## config.mk

```make
export PLATFORM = sky130hd
export DESIGN_NAME = pipe_stage_regs
export DESIGN_NICKNAME = d
export VERILOG_FILES = /design/src/rtl/pipe_stage_regs.sv
export SDC_FILE = /design/constraint.sdc
export NUM_CORES = 1
export LEC_CHECK = 0
export ABC_AREA = 1
export BUFFER_PORTS_ARGS = -buffer_cell sky130_fd_sc_hd__buf_2
export CAP_MARGIN = 20
export CORE_AREA = 2 2 212 214
export DETAILED_ROUTE_END_ITERATION = 8
export DIE_AREA = 0 0 214 216
export GPL_ROUTABILITY_DRIVEN = 1
export PLACE_DENSITY = 0.47
export SLEW_MARGIN = 5
export SYNTH_ARGS = -nofsm -noshare
export SYNTH_HDL_FRONTEND = slang
export SYNTH_SLANG_ARGS = --single-unit
```

## constraint.sdc

```tcl
create_clock -name clk -period 1.2 [get_ports clk]
set_clock_uncertainty 0.05 [all_clocks]
set_input_delay 0.24 -clock clk [delete_from_list [all_inputs] [get_ports clk]]
set_output_delay 0.24 -clock clk [all_outputs]
set_load 0.05 [all_outputs]
```

## src/rtl/pipe_stage_regs.sv

```systemverilog
// IF/ID, ID/EX and EX/MEM pipeline registers of the 5-stage MIPS pipeline.
// Synchronous active-high reset clears every field; only IF/ID can be held.
module pipe_stage_regs #(
  parameter int unsigned XLEN = 32
) (
  input  logic            clk,
  input  logic            reset,
  input  logic            ifid_hold,
  input  logic [XLEN-1:0] if_instruction,
  input  logic [XLEN-1:0] if_pc4,
  output logic [XLEN-1:0] ifid_instruction,
  output logic [XLEN-1:0] ifid_pc4,
  input  logic [8:0]      idex_ctrl_i,
  input  logic [XLEN-1:0] id_pc4,
  input  logic [XLEN-1:0] id_read_data1,
  input  logic [XLEN-1:0] id_read_data2,
  input  logic [15:0]     id_immediate,
  input  logic [14:0]     id_regs,
  output logic [8:0]      idex_ctrl,
  output logic [XLEN-1:0] idex_pc4,
  output logic [XLEN-1:0] idex_read_data1,
  output logic [XLEN-1:0] idex_read_data2,
  output logic [15:0]     idex_immediate,
  output logic [14:0]     idex_regs,
  input  logic [3:0]      exmem_ctrl_i,
  input  logic [XLEN-1:0] ex_alu_result,
  input  logic [XLEN-1:0] ex_write_data,
  input  logic [4:0]      ex_dest_reg,
  output logic [3:0]      exmem_ctrl,
  output logic [XLEN-1:0] exmem_alu_result,
  output logic [XLEN-1:0] exmem_write_data,
  output logic [4:0]      exmem_dest_reg
);

  logic [XLEN-1:0] r_ifid_instruction;
  logic [XLEN-1:0] r_ifid_pc4;
  logic [8:0]      r_idex_ctrl;
  logic [XLEN-1:0] r_idex_pc4;
  logic [XLEN-1:0] r_idex_read_data1;
  logic [XLEN-1:0] r_idex_read_data2;
  logic [15:0]     r_idex_immediate;
  logic [14:0]     r_idex_regs;
  logic [3:0]      r_exmem_ctrl;
  logic [XLEN-1:0] r_exmem_alu_result;
  logic [XLEN-1:0] r_exmem_write_data;
  logic [4:0]      r_exmem_dest_reg;

  // A zero instruction word decodes as sll r0,r0,0, so reset doubles as a NOP flush.
  always_ff @(posedge clk) begin
    if (reset) begin
      r_ifid_instruction <= '0;
      r_ifid_pc4         <= '0;
    end else if (!ifid_hold) begin
      r_ifid_instruction <= if_instruction;
      r_ifid_pc4         <= if_pc4;
    end
  end

  // Load-use bubbles arrive as an already-zeroed idex_ctrl_i, so ID/EX never stalls.
  always_ff @(posedge clk) begin
    if (reset) begin
      r_idex_ctrl       <= '0;
      r_idex_pc4        <= '0;
      r_idex_read_data1 <= '0;
      r_idex_read_data2 <= '0;
      r_idex_immediate  <= '0;
      r_idex_regs       <= '0;
    end else begin
      r_idex_ctrl       <= idex_ctrl_i;
      r_idex_pc4        <= id_pc4;
      r_idex_read_data1 <= id_read_data1;
      r_idex_read_data2 <= id_read_data2;
      r_idex_immediate  <= id_immediate;
      r_idex_regs       <= id_regs;
    end
  end

  always_ff @(posedge clk) begin
    if (reset) begin
      r_exmem_ctrl       <= '0;
      r_exmem_alu_result <= '0;
      r_exmem_write_data <= '0;
      r_exmem_dest_reg   <= '0;
    end else begin
      r_exmem_ctrl       <= exmem_ctrl_i;
      r_exmem_alu_result <= ex_alu_result;
      r_exmem_write_data <= ex_write_data;
      r_exmem_dest_reg   <= ex_dest_reg;
    end
  end

  assign ifid_instruction = r_ifid_instruction;
  assign ifid_pc4         = r_ifid_pc4;
  assign idex_ctrl        = r_idex_ctrl;
  assign idex_pc4         = r_idex_pc4;
  assign idex_read_data1  = r_idex_read_data1;
  assign idex_read_data2  = r_idex_read_data2;
  assign idex_immediate   = r_idex_immediate;
  assign idex_regs        = r_idex_regs;
  assign exmem_ctrl       = r_exmem_ctrl;
  assign exmem_alu_result = r_exmem_alu_result;
  assign exmem_write_data = r_exmem_write_data;
  assign exmem_dest_reg   = r_exmem_dest_reg;

endmodule

```

==> results.json <==
{
  "cts.sinks": 273,
  "p_total_mw": 25.2,
  "critical_path.cell_chain": "buf_8",
  "finalCritPeriodShare": 1.16,
  "fin_util": 0.434,
  "portBuffers": 548,
  "synth_top_area_frac": 0.641,
  "hold_ws_ps": 46.9,
  "ys_seq_area_frac": 0.641,
  "gp_congestion": 0.866,
  "drc": 0,
  "syn_nets": 1331,
  "dp_worst_setup_slack_ps": -255,
  "finalHoldViolCount": 0,
  "swShare": 0.295,
  "hpwl_um": 24700,
  "die-area_sq_mm": 0.0462,
  "grt.total_usage": 0.152,
  "power_frac_clock": 0.372,
  "area_growth_pct": 123,
  "synth_warnings": 0,
  "cp_slowest_cell": "dfxtp_4",
  "synthCells": 1055,
  "vias": 9346,
  "grtUsageMet2": 0.286,
  "die_width_um": 214,
  "synth_most_common_cell": "nor2_1",
  "grt_max_degree": 38,
  "synthTopCellsByArea": "dfxtp_1 64%, nor2_1 15%, inv_1 12%",
  "max_slew_margin": 0.632,
  "slowest_delay_ps": 370,
  "final_antenna_net_count": 0,
  "core_area_sq_mm": 0.0438,
  "fin_nets": 2193,
  "first_pass_iters": 4,
  "io_pins": 549,
  "end_kind": "output port",
  "clk_latency_ps": 560,
  "path_max_fanout": 1,
  "worst_pin_slew_ps": 549,
  "setup_violations": 273,
  "power.switching_mw": 7.43,
  "cts-root-buf": "clkbuf_16",
  "finalSetupTns_ps": -40330,
  "p_per_area_mw_per_mm2": 1320,
  "first_iter_violations": 379,
  "syn_area_sq_mm": 0.00852,
  "final_layout_size_suffix_gt1_frac": 0.472,
  "antenna_found_initial": 3,
  "worst_path_dominant_cell_family": "flip-flops",
  "syn_area_per_cell_sq_um": 8.08,
  "dp.cells": 2174,
  "placed_area_sq_mm": 0.0120,
  "fmax_mhz": 718,
  "final_cells": 2536,
  "maxCapViolCount": 0,
  "yosys.area.top_type": "dfxtp_1",
  "critPathArrivalTime_ps": 1100,
  "grt-ovfl-total": 0,
  "ys_types": 7,
  "cts_tree": "yes",
  "finalCriticalPeriod_ps": 1390,
  "status": "finished, violations left",
  "final_cell_area_sq_mm": 0.0190,
  "busiest_layer": "met2",
  "drt-total-wl_um": 37100,
  "die_h_um": 216,
  "maxSlewViolCount": 0,
  "clockBufferDepth": 3,
  "cts_inserted_buffers": 31,
  "fp-row-count": 77,
  "critPathLaunchType": "flip-flop",
  "synth_edf_count": 0,
  "power_frac_seq": 0.400,
  "wire_per_inst_um": 14.6,
  "synth_commonest_cells": "337 x nor2_1, 273 x dfxtp_1, 273 x inv_1",
  "ys_seq_elements": 273,
  "p_leak_nw": 9.71,
  "rsz0062_at_grt": "yes",
  "violations": "setup timing",
  "synthFlopType": "dfxtp_1",
  "intPower_mw": 17.8,
  "grt_util_met3": 0.0469,
  "grt_pass1_wl_um": 55200,
  "combPwrFrac": 0.228,
  "timing_worst_setup_path_type": "reg -> out",
  "cts_htree_levels": 1,
  "hold_path_class": "in -> reg",
  "async_flop_share": 0,
  "clk_pin_slew_ps": 60,
  "met1_usage": 0.152,
  "worst_slack_ps": -193,
  "viasPerCell": 3.69,
  "required_ps": 910,
  "path_buf_inv": 1,
  "initial_core_util": 0.194,
  "vdd_ir_drop_max_mv": 1.06,
  "grt_pass1_vias": 10100
}
==> tightest hold or removal path, delay by kind of cell <==
kind          cells  cell delay [ps]
buf+inv           1              210
simple gates      2              200
==> path summary, 6_finish.rpt <==
check                                     from                                 to  slack [ps]  depth (start not counted)
max            exmem_write_data[25]$_SDFF_PP0_               exmem_write_data[25]        -190                          1
max reg2reg  ifid_instruction[29]$_SDFFE_PP0N_  ifid_instruction[29]$_SDFFE_PP0N_         300                          6
min reg2reg          ifid_pc4[15]$_SDFFE_PP0N_          ifid_pc4[15]$_SDFFE_PP0N_         460                          4
min                                  ifid_hold          ifid_pc4[25]$_SDFFE_PP0N_          50                          3
==> power by group through the flow <==
stage                     logic, mW  clock network (mW)  registers, mW
after floorplan               0.732                   0           11.8
after global placement         3.88                   0           9.95
after detailed placement       3.89                   0           9.96
after CTS                      5.62                9.65           10.1
after global routing           6.04                10.0           10.1
final                          5.75                9.37           10.1
==> per-layer routing <==
metal / vias up / share of wire
met5: - / 0
met4: 0 / 0.043
met3: 85 / 0.081
met1: 4219 / 0.36
met2: 420 / 0.52
li1: 4622 / -
==> final cells by class <==
type | count | area, sq um
Tap cell | 592 | 741
Inverter | 274 | 1030
Sequential cell | 273 | 5820
Clock inverter | 10 | 62.6
Multi-Input combinational cell | 465 | 1750
Fill cell | 3969 | 24800
Clock buffer | 48 | 950
Antenna cell | 2 | 5.00
Timing Repair Buffer | 872 | 8690
==> repair_timing <==
action                                  in CTS  in global routing
gates resized for setup                   1050                 34
buffers inserted                             8                 12
hold endpoints to repair                   273                  0
endpoints found under the setup margin     273                273
hold buffers                               282                  0
==> layout by cell type (no fill, tap or decap), drive strengths merged <==
master,instances
buf,590
nand2,128
clkinv,6
clkinvlp,2
inv,276
diode,2
nor2,337
dlygate4sd3,282
dfxtp,273
clkbuf,48
==> cells by family after synthesis <==
kind of cell           after synthesis  synth area share
AND/OR/NAND/NOR                    465             0.205
buffers and inverters              317             0.154
flip-flops                         273             0.641
Note: power is estimated with default switching activity, not from simulation.
